## src/rtl/game_ctrl_pkg.sv

```systemverilog
// Shared types and default tuning constants for the target/torpedo round controller.
package game_ctrl_pkg;

  typedef enum logic [2:0] {
    IDLE,
    SPAWN,
    PLAY,
    RETARGET,
    LOST,
    OVER
  } game_state_t;

  localparam int DEFAULT_LIVES      = 3;
  localparam int DEFAULT_SPEED_MAX  = 7;
  localparam int DEFAULT_SPEED_STEP = 5;

endpackage

```

## src/rtl/game_edge_detect.sv

```systemverilog
// Registered rising-edge detector: one-cycle pulse, one cycle after din rises.
module game_edge_detect (
  input  logic clk,
  input  logic rst,
  input  logic din,
  output logic pulse
);

  logic prev;

  // Remember the last sample and register the rising-edge pulse
  always_ff @(posedge clk or posedge rst) begin
    if (rst) begin
      prev  <= 1'b0;
      pulse <= 1'b0;
    end else begin
      prev  <= din;
      pulse <= din & ~prev;
    end
  end

endmodule

```

## src/rtl/game_round_controller.sv

```systemverilog
// Master sequencer for the target/torpedo game: round flow, lives, score, difficulty.
module game_round_controller
  import game_ctrl_pkg::*;
#(
  parameter int LIVES      = DEFAULT_LIVES,
  parameter int LIVES_W    = 2,
  parameter int SCORE_W    = 16,
  parameter int SPEED_W    = 4,
  parameter int SPEED_MAX  = DEFAULT_SPEED_MAX,
  parameter int SPEED_STEP = DEFAULT_SPEED_STEP
) (
  input  logic               clk,
  input  logic               rst,
  input  logic               launch_key,
  input  logic               target_within_screen,
  input  logic               torpedo_within_screen,
  input  logic               collision,
  input  logic               target_hit_wall,
  input  logic               timer_running,
  output logic               target_write_xy,
  output logic               target_write_dxy,
  output logic               torpedo_write_xy,
  output logic               torpedo_write_dxy,
  output logic               target_enable_update,
  output logic               torpedo_enable_update,
  output logic               timer_start,
  output logic [SPEED_W-1:0] speed,
  output logic [SCORE_W-1:0] score,
  output logic [LIVES_W-1:0] lives,
  output logic               game_over
);

  localparam int HIT_W = $clog2(SPEED_STEP + 1);

  game_state_t        state, state_n;
  logic [HIT_W-1:0]   hit_cnt, hit_n;
  logic [SPEED_W-1:0] speed_n;
  logic [SCORE_W-1:0] score_n;
  logic [LIVES_W-1:0] lives_n;
  logic               guard, guard_n;
  logic               torpedo_holdoff, holdoff_n;
  logic               torpedo_evt;
  logic               target_write_xy_n, target_write_dxy_n;
  logic               torpedo_write_xy_n, torpedo_write_dxy_n;
  logic               target_enable_n, torpedo_enable_n;
  logic               timer_start_n, game_over_n;
  logic               key_edge, wall_edge;

  game_edge_detect u_key_edge (
    .clk   (clk),
    .rst   (rst),
    .din   (launch_key),
    .pulse (key_edge)
  );

  game_edge_detect u_wall_edge (
    .clk   (clk),
    .rst   (rst),
    .din   (target_hit_wall),
    .pulse (wall_edge)
  );

  // State register plus every registered output and counter
  always_ff @(posedge clk or posedge rst) begin
    if (rst) begin
      state                 <= IDLE;
      hit_cnt               <= '0;
      speed                 <= SPEED_W'(1);
      score                 <= '0;
      lives                 <= LIVES_W'(LIVES);
      guard                 <= 1'b0;
      torpedo_holdoff       <= 1'b0;
      target_write_xy       <= 1'b0;
      target_write_dxy      <= 1'b0;
      torpedo_write_xy      <= 1'b0;
      torpedo_write_dxy     <= 1'b0;
      target_enable_update  <= 1'b0;
      torpedo_enable_update <= 1'b0;
      timer_start           <= 1'b0;
      game_over             <= 1'b0;
    end else begin
      state                 <= state_n;
      hit_cnt               <= hit_n;
      speed                 <= speed_n;
      score                 <= score_n;
      lives                 <= lives_n;
      guard                 <= guard_n;
      torpedo_holdoff       <= holdoff_n;
      target_write_xy       <= target_write_xy_n;
      target_write_dxy      <= target_write_dxy_n;
      torpedo_write_xy      <= torpedo_write_xy_n;
      torpedo_write_dxy     <= torpedo_write_dxy_n;
      target_enable_update  <= target_enable_n;
      torpedo_enable_update <= torpedo_enable_n;
      timer_start           <= timer_start_n;
      game_over             <= game_over_n;
    end
  end

  // Next state, counter updates and next-cycle output values
  always_comb begin
    state_n       = state;
    hit_n         = hit_cnt;
    speed_n       = speed;
    score_n       = score;
    lives_n       = lives;
    holdoff_n     = 1'b0;
    torpedo_evt   = 1'b0;
    timer_start_n = 1'b0;

    case (state)
      IDLE: begin
        if (key_edge) state_n = SPAWN;
      end
      SPAWN: begin
        state_n = PLAY;
      end
      PLAY: begin
        if (collision) begin
          lives_n       = lives - 1'b1;
          timer_start_n = 1'b1;
          speed_n       = SPEED_W'(1);
          state_n       = (lives == LIVES_W'(1)) ? OVER : LOST;
        end else if (!target_within_screen) begin
          state_n = RETARGET;
        end else if (!torpedo_within_screen && !torpedo_holdoff) begin
          torpedo_evt = 1'b1;
          holdoff_n   = 1'b1;
        end else if (wall_edge) begin
          if (score != '1) score_n = score + 1'b1;
          hit_n = hit_cnt + 1'b1;
          if (hit_n == HIT_W'(SPEED_STEP)) begin
            hit_n = '0;
            if (speed < SPEED_W'(SPEED_MAX)) speed_n = speed + 1'b1;
          end
        end
      end
      RETARGET: begin
        state_n = PLAY;
      end
      LOST: begin
        if (guard && !timer_running) state_n = SPAWN;
      end
      OVER: begin
        if (guard && !timer_running && key_edge) begin
          score_n = '0;
          hit_n   = '0;
          lives_n = LIVES_W'(LIVES);
          speed_n = SPEED_W'(1);
          state_n = SPAWN;
        end
      end
      default: begin
        state_n = IDLE;
      end
    endcase

    guard_n             = (state_n == state);
    target_write_xy_n   = (state_n == SPAWN) || (state_n == RETARGET);
    target_write_dxy_n  = (state_n == SPAWN) || (state_n == RETARGET);
    torpedo_write_xy_n  = (state_n == SPAWN) || torpedo_evt;
    torpedo_write_dxy_n = (state_n == SPAWN) || (state_n == PLAY);
    target_enable_n     = (state_n == PLAY) || (state_n == RETARGET);
    torpedo_enable_n    = (state_n == PLAY) || (state_n == RETARGET);
    game_over_n         = (state_n == OVER);
  end

endmodule

```

## config.mk

```make
export PLATFORM = sky130hd
export DESIGN_NAME = game_round_controller
export DESIGN_NICKNAME = d
export VERILOG_FILES = /design/src/rtl/game_ctrl_pkg.sv /design/src/rtl/game_edge_detect.sv /design/src/rtl/game_round_controller.sv
export SDC_FILE = /design/constraint.sdc
export NUM_CORES = 1
export LEC_CHECK = 0
export BUFFER_PORTS_ARGS = -buffer_cell sky130_fd_sc_hd__buf_2
export CAP_MARGIN = 20
export CORE_MARGIN = 3
export CORE_UTILIZATION = 56
export DETAILED_ROUTE_END_ITERATION = 10
export GPL_ROUTABILITY_DRIVEN = 0
export PLACE_DENSITY = 0.8
export SKIP_LAST_GASP = 1
export SYNTH_ARGS = -nofsm -noshare
export SYNTH_HDL_FRONTEND = slang
export SYNTH_SLANG_ARGS = --single-unit
```

## constraint.sdc

```tcl
create_clock -name clk -period 2.4 [get_ports clk]
set_clock_uncertainty 0.15 [all_clocks]
set_input_delay 0 -clock clk [delete_from_list [all_inputs] [get_ports clk]]
set_output_delay 0 -clock clk [all_outputs]
set_load 0.02 [all_outputs]
```

==> metrics.md, run 1 <==
| Metric | Value |
|---|---|
| Status | finished, final reports clean |
| VDD IR-drop max | 0.4657 mV |
| RSZ-0062 raised after global routing | false |
| Post-CTS resize count | 0 |
| First-pass DRT Iterations | 5 |
| Cell internal pwr | 0.001669 W |
| Vias in the first global route | 1723 |
| Async set-reset flop share out of synthesis | 100.0% |
| Post-synth EDFFs | 0 |
| Synth Area in XOR/XNOR | 0.3953% |
| Startpoint types | register |
| Req. time, crit path | 2.48 ns |
| WP data arrival | 2.26 ns |
| Final Hold Viols | 0 |
| Max-slew violation count | 0 |
| Net Sw Frac | 33.66% |
| Grt ovf | 0 |
| Post-synthesis cell type count | 47 |
| Synth-to-Final Area Change | 19.59% |
| Min-Delay Path Depth | 4 |
| Combinational Power Share | 30.8% |
| Hold Path Class | input port to register |
| Antenna viol nets, final | 0 |
| Synth Area in Compound Gates | 13.44% |
| Clock Sinks | 40 |
| Avg WL per Cell | 14.75 µm |
| Post-Syn Nets | 235 |
| P_leak | 1.318 nW |
| Total track usage | 22.66% |
| Setup violators final | 0 |
| Post-Syn Area | 2216 µm² |
| Max Clk Rate | 457.9 MHz |
| Horiz. Die Dim | 68.91 µm |
| Worst slew pin tran | 0.7293 ns |
| Post-Synth Simple-Gate Area | 23.26% |
| # rows | 22 |
| # H-tree levels | 2 |
| Synth area leaders | dfrtp_1 42%, mux2i_1 6.8%, nand2_1 4.9% |
| Initial Util | 59.19% |
| # fillers | 302 |
| DRT iter0 DRCs | 75 |
| Worst-path clk slew | 0.08 ns |
| Period utilization | 91.00% |
| CTS Root Cell | clkbuf_8 |
| Via count | 1790 |
| Worst-case reg-to-reg path depth | 5 |
| Area share of fa/ha/maj cells after synthesis | 2.823% |
| Seq pwr share | 38.9% |
| Global-route wire length before repair | 7.941 mm |
| Mapped Cells | 222 |
| Share of layout cells above drive strength 1 | 25.28% |
| Core area | 3744 µm² |
| Setup TNS Final | 0 ns |
| Vias per Instance | 5.719 |
| Warnings from Yosys | 0 |
| HPWL reported at the end of detailed placement | 3.192 mm |
| Residual DRC count | 0 |
| Max_cap viols | 0 |
| Initial antenna violation count | 0 |
| Diode count | 0 |
| WS Path Type | register to register |
| Tmin final | 2.184 ns |
| Largest family of logic cells by synthesized area | simple AND/OR/NAND/NOR gates |
| Critical Path Fanout Max | 16 |
| Largest net degree at the start of global routing | 41 |
| Register bit total from synthesis | 40 |
| PD cells | 949.2 nW/µm² |
| Post-synthesis mux area share | 8.809% |
| CTS buffer count | 5 |
| Num ports | 38 |
| Clock network power share | 30.4% |
| WHS | 0.03454 ns |
| Cell taking the most area after synthesis | dfrtp_1 |
| Post-CTS Setup Bufs | 0 |
| Avg Cell Area, Syn | 9.981 µm² |
| Post-synthesis sequential area ratio | 45.34% |
| CTS tree | yes |
| Top-area cell type share of the netlist area | 41.78% |
| Post-layout util | 70.79% |
| Die Ht | 68.91 µm |
| Clock latency on the worst-skew pair | 0.30 ns |
| Relative slew margins | 51.38% |
| IO buf count | 37 |
| CP Capture Type | register |
| Post-synth top flop | dfrtp_1 |
| Net Sw Power | 0.0008468 W |
| Nets | 277 |
| Final wirelength | 4.617 mm |
| CTS max path bufs | 2 |
| Die area | 4748 µm² |
[layer usage]
layer | vias up | GRT usage [%] | share of wire [%]
met5 | - | 0 | 0
met4 | 0 | 9.976 | 1.6
met3 | 8 | 4.376 | 3.6
met2 | 39 | 35.12 | 50
met1 | 873 | 30.83 | 44
li1 | 870 | - | -
[placed cells by master (no fill, tap or decap), types with 6 or more instances in the layout]
cell            n
buf_2          37
nand2b_1       16
nand2_1        29
nand3_1         7
and3_1          7
nor2_1          7
o21ai_0         6
buf_4           7
dfrtp_1        37
a211oi_1        9
inv_1          13
dlygate4sd3_1   6
mux2i_1        15
[state kept, by name, indices dropped and copies added (netlist names), 2 cells and up]
register  count
lives         2
speed         4
state         3
hit_cnt       3
score        16
[final cells by class]
cell class                      count  area, µm²  area share (%)
Sequential cell                    40       1005           37.91
Tap cell                           48      60.06           2.266
Clock inverter                      3      90.09           3.399
Timing Repair Buffer               50      297.8           11.24
Clock buffer                        5      68.82           2.597
Inverter                           13      48.80           1.841
Multi-Input combinational cell    154       1080           40.75
[Yosys cell counts (3+ instances only)]
| library cell | instances |
|---|---|
| nor2b_1 | 5 |
| nand2b_1 | 16 |
| nand3_1 | 7 |
| dfstp_2 | 3 |
| nand2_1 | 29 |
| a21oi_1 | 4 |
| mux2_2 | 4 |
| nor2_1 | 7 |
| a2111oi_2 | 3 |
| dfrtp_1 | 37 |
| mux2i_1 | 15 |
| buf_2 | 9 |
| and3_1 | 7 |
| buf_4 | 4 |
| ha_1 | 5 |
| a211oi_1 | 9 |
| o21ai_0 | 6 |
| nand4_1 | 5 |
| inv_1 | 13 |
[logic make-up after synthesis]
group                    after synthesis
XOR/XNOR                               1
multiplexers                          19
flip-flops                            40
AND/OR/NAND/NOR                       91
adder cells (fa/ha/maj)                5
AO/OA/AOI/OAI                         38
buffers and inverters                 28
[critical path, stage by stage (launching register included)]
cell	delay (ns)
dfrtp_1	0.49
nor4b_4	0.43
a22oi_2	0.30
buf_4	0.25
a2111oi_2	0.27
mux2i_1	0.22
[path summary, 6_finish.rpt]
check / endpoint / slack (ns) / from
min in group asynchronous: torpedo_enable_update / 0.21 / rst
max in group asynchronous: lives[0] / 1.52 / rst
max reg2reg: score[15] / 0.22 / state[2]
min reg2reg: u_wall_edge.pulse / 0.25 / u_wall_edge.prev
min: torpedo_write_xy / 0.03 / torpedo_within_screen
max: score[15] / 0.22 / state[2]
[power groups by stage]
| stage | Clock (W) | Sequential [W] | Combinational (W) |
|---|---|---|---|
| floorplan | 0 | 0.00106 | 0.000475 |
| global placement | 0 | 0.000979 | 0.000730 |
| detailed placement | 0 | 0.000988 | 0.000761 |
| CTS | 0.000769 | 0.000978 | 0.000784 |
| global route | 0.000803 | 0.00100 | 0.000869 |
| finish | 0.000764 | 0.000978 | 0.000774 |
[through the flow]
step	instance area [µm²]	std cells	setup WS, ns	total power [W]
6_report	2650	313	0.2160	0.002515
5_1_grt	2650	313	0.0007820	0.002677
4_1_cts	2650	313	0.1891	0.002531
3_5_place_dp	2431	299	0.2215	0.001748
3_3_place_gp	2431	299	0.3160	0.001709
2_1_floorplan	2216	222	0.3057	0.001538
[repair_timing]
action | CTS | global route
endpoints found under the setup margin | 0 | 1
hold endpoints to repair | 45 | 0
hold buffers | 6 | 0
Power figures use the tool's default switching activity.
==> run 2, diff against run 1 <==
Settings changed: ABC_AREA from default to 1, PLACE_DENSITY 0.8 to 0.79.
==> run 2 against run 1 <==
  * Die area is 1.6% higher
  * Clock power decreased by 24%
  * First-iteration DRC count up 100%
  * Critical path type unchanged
  * Largest cell class unchanged
  * Flip-flop and latch count unchanged
  * Cell area grew 0.42%
  * Total power rose by 2.9%
  * Via count is 11% higher
  * Non-clock buffer count fell by 4
  * Utilization shrank 0.22 points
  * Setup slack improved by 0.13 ns
  * Sequential share of layout area is 0.16 points lower
  * Synthesized cell count rose by 33%
==> metrics.md, run 2 <==
| Metric | Value |
|---|---|
| Die Ht | 69.47 µm (+0.82%) |
| Startpoint types | register |
| CP top delay family | simple AND/OR/NAND/NOR gates |
| Initial Util | 59.82% (+0.63 points) |
| Num ports | 38 (unchanged) |
| Placed Area | 2475 µm² (+1.8%) |
| Final WS setup | 0.3489 ns (+0.1329 ns) |
| Setup violators final | 0 (unchanged) |
| Critical Path Fanout Max | 18 (+2) |
| # rows | 22 (unchanged) |
| Via count | 1993 (+11%) |
| Core area | 3771 µm² (+0.74%) |
| Diode count | 0 (unchanged) |
| Synth-to-Final Area Change | 17.97% |
| Residual DRC count | 0 (unchanged) |
| Relative slew margins | 67.50% (+16 points) |
| Final Hold Viols | 0 (unchanged) |
| Register bit total from synthesis | 40 (unchanged) |
| Buffers plus inverters on the worst setup path | 1 (unchanged) |
| Largest registers | score x16, speed x4 |
| Post-Syn Nets | 308 (+31%) |
| Post-Syn Area | 2256 µm² (+1.8%) |
| Slowest CP cell | dfrtp_1 |
| Crit-path max cell delay | 0.42 ns (-0.07 ns) |
| IO buf count | 37 (unchanged) |
| Horiz. Die Dim | 69.47 µm (+0.82%) |
| Vias per Instance | 5.084 (-11%) |
| Cell mode on critical path | nand2_1 |
| Post-synth top flop | dfrtp_1 |
| Crit-path cells | ha_1, nand2_1, nor2_2, nand2_1, nor2_1, nand2_1, nand2_4, clkinv_1, nand2_1, nand2_1 |
| Initial antenna violation count | 0 (unchanged) |
| Req. time, crit path | 2.45 ns (-0.03 ns) |
| Async set-reset flop share out of synthesis | 100.0% (unchanged) |
| Post-synth EDFFs | 0 (unchanged) |
| CTS tree | yes |
| Cell count after placement | 377 (+26%) |
| Reg with most FFs | score |
| Tmin final | 2.051 ns (-0.1329 ns) |
| Die area | 4826 µm² (+1.6%) |
| First-pass DRT Iterations | 4 (-1) |
| Status | finished, final reports clean |
| Clock latency on the worst-skew pair | 0.30 ns (about the same) |
| Post-synthesis cell type count | 30 (-36%) |
| Top-area cell type share of the netlist area | 41.04% (-0.74 points) |
| Grt ovf | 0 (unchanged) |
| Hold Path Class | input port to register |
| Max Clk Rate | 487.5 MHz (+6.5%) |
| Final Cell Area | 2661 µm² (+0.42%) |
| Post-CTS resize count | 0 (unchanged) |
| Global-route wire length before repair | 8.487 mm (+6.9%) |
| Total track usage | 21.43% (-1.2 points) |
| Antenna viol nets, final | 0 (unchanged) |
| Post-route non-filler standard cell count | 392 (+25%) |
| Avg Cell Area, Syn | 7.647 µm² (-23%) |
| Vias in the first global route | 1821 (+5.7%) |
| Most common cell after layout, fill and taps aside | nand2_1 |
| Max_cap viols | 0 (unchanged) |
| PD cells | 972.9 nW/µm² (+2.5%) |
| Post-CTS Hold Fix Bufs | 7 (+1) |
| RSZ-0062 raised after global routing | false |
| Setup WS pre-CTS | 0.3719 ns (+0.1505 ns) |
| Max-slew violation count | 0 (unchanged) |
| Cell taking the most area after synthesis | dfrtp_1 |
| Synth area leaders | dfrtp_1 41%, nand2_1 13%, nand3_1 7.3% |
| Most frequent cell after synthesis | nand2_1 |
| Avg WL per Cell | 12.16 µm (-18%) |
| Worst R2R Setup Slack | 0.35 ns (+0.13 ns) |
| Setup TNS Final | 0 ns (unchanged) |
| WP data arrival | 2.10 ns (-0.16 ns) |
| Worst slew pin tran | 0.4875 ns (-0.2418 ns) |
| Nets | 356 (+29%) |
| Worst-path clk slew | 0.08 ns (about the same) |
| Mapped Cells | 295 (+33%) |
| CTS Root Cell | clkbuf_8 |
| # H-tree levels | 2 (unchanged) |
| Warnings from Yosys | 0 (unchanged) |
| CTS max path bufs | 2 (unchanged) |
| Share of layout cells above drive strength 1 | 19.77% (-5.5 points) |
| Largest net degree at the start of global routing | 41 (unchanged) |
| P_leak | 1.407 nW (+6.8%) |
| Post-CTS Setup Bufs | 0 (unchanged) |
| Max reg flops | 16 (unchanged) |
| CTS buffer count | 5 (unchanged) |
| WS Path Type | register to register |
| VDD IR-drop max | 0.5980 mV (+28%) |
| HPWL reported at the end of detailed placement | 3.406 mm (+6.7%) |
| CP Capture Type | register |
| Post-synthesis sequential area ratio | 44.54% (-0.80 points) |
| Period utilization | 85.46% (-5.5 points) |
| Clock Sinks | 40 (unchanged) |
| DRT iter0 DRCs | 152 (+100%) |
| Final wirelength | 4.765 mm (+3.2%) |
| Commonest cells in the netlist | 80 x nand2_1, 38 x inv_1, 37 x dfrtp_1 |
| Commonest non-fill, non-tap cells in the layout | 80 x nand2_1, 38 x inv_1, 37 x dfrtp_1, 37 x buf_2, 36 x nor2_1 |
[run 2: cells by family (layout without fill, tap and decap cells)]
group / count (synthesis) / after routing / synth area share (%)
buffers and inverters: 45 / 94 / 8.597
xor gates and xnor gates: 9 / 9 / 3.494
adders and majority gates: 5 / 5 / 2.773
muxes: 1 / 1 / 0.4437
DFF: 40 / 40 / 44.54
AOI/OAI and AO/OA: 28 / 28 / 7.487
and+or+nand+nor: 167 / 167 / 32.67
[run 2: metrics by stage]
stage | utilization, % | hold slack, ns | total power (W)
floorplan | - | -0.1186 | 0.001780
global placement | 65.63 | -0.02802 | 0.001993
detailed placement | 65.63 | -0.02685 | 0.002014
CTS | 70.57 | 0.005877 | 0.002603
global route | 70.57 | 0.06733 | 0.002787
finish | 70.57 | 0.02396 | 0.002589
[run 2: cell type report]
cell class | instances | area (µm²)
clock inverter | 3 | 47.55
tap | 48 | 60.06
inverter | 40 | 152.6
sequential | 40 | 1005
fill | 305 | 1110
multi-input combinational | 210 | 1057
timing repair buffer | 46 | 270.3
clock buffer | 5 | 68.82
[run 2: path summary, 6_finish.rpt]
kind / startpoint / to / cells past startpoint
max: score[0] / score[5] / 10
min: timer_running / state[2] / 5
max reg2reg: score[0] / score[5] / 10
min reg2reg: u_key_edge.prev / u_key_edge.pulse / 1
max in group asynchronous: rst / lives[1] / 4
min in group asynchronous: rst / score[8] / 4
[run 2: where the power goes]
| part | total, W | switching, W | internal (W) |
|---|---|---|---|
| sequential | 0.00100 | 0.000149 | 0.000853 |
| combinational | 0.00101 | 0.000661 | 0.000348 |
| clock | 0.000578 | 0.000265 | 0.000313 |
[run 2: worst reg2reg max path, stage by stage, from the launching register on]
cell and delay, ns:
dfrtp_1 0.42, ha_1 0.25, nand2_1 0.10, nor2_2 0.21
nand2_1 0.07, nor2_1 0.09, nand2_1 0.09, nand2_4 0.19
clkinv_1 0.22, nand2_1 0.11, nand2_1 0.05
[run 2: layer usage]
layer  part of all wire, %  global-route usage [%]
met5                     0                       0
met4                   1.1                   4.772
met3                   4.3                   5.362
met2                    44                   30.08
met1                    51                   33.15
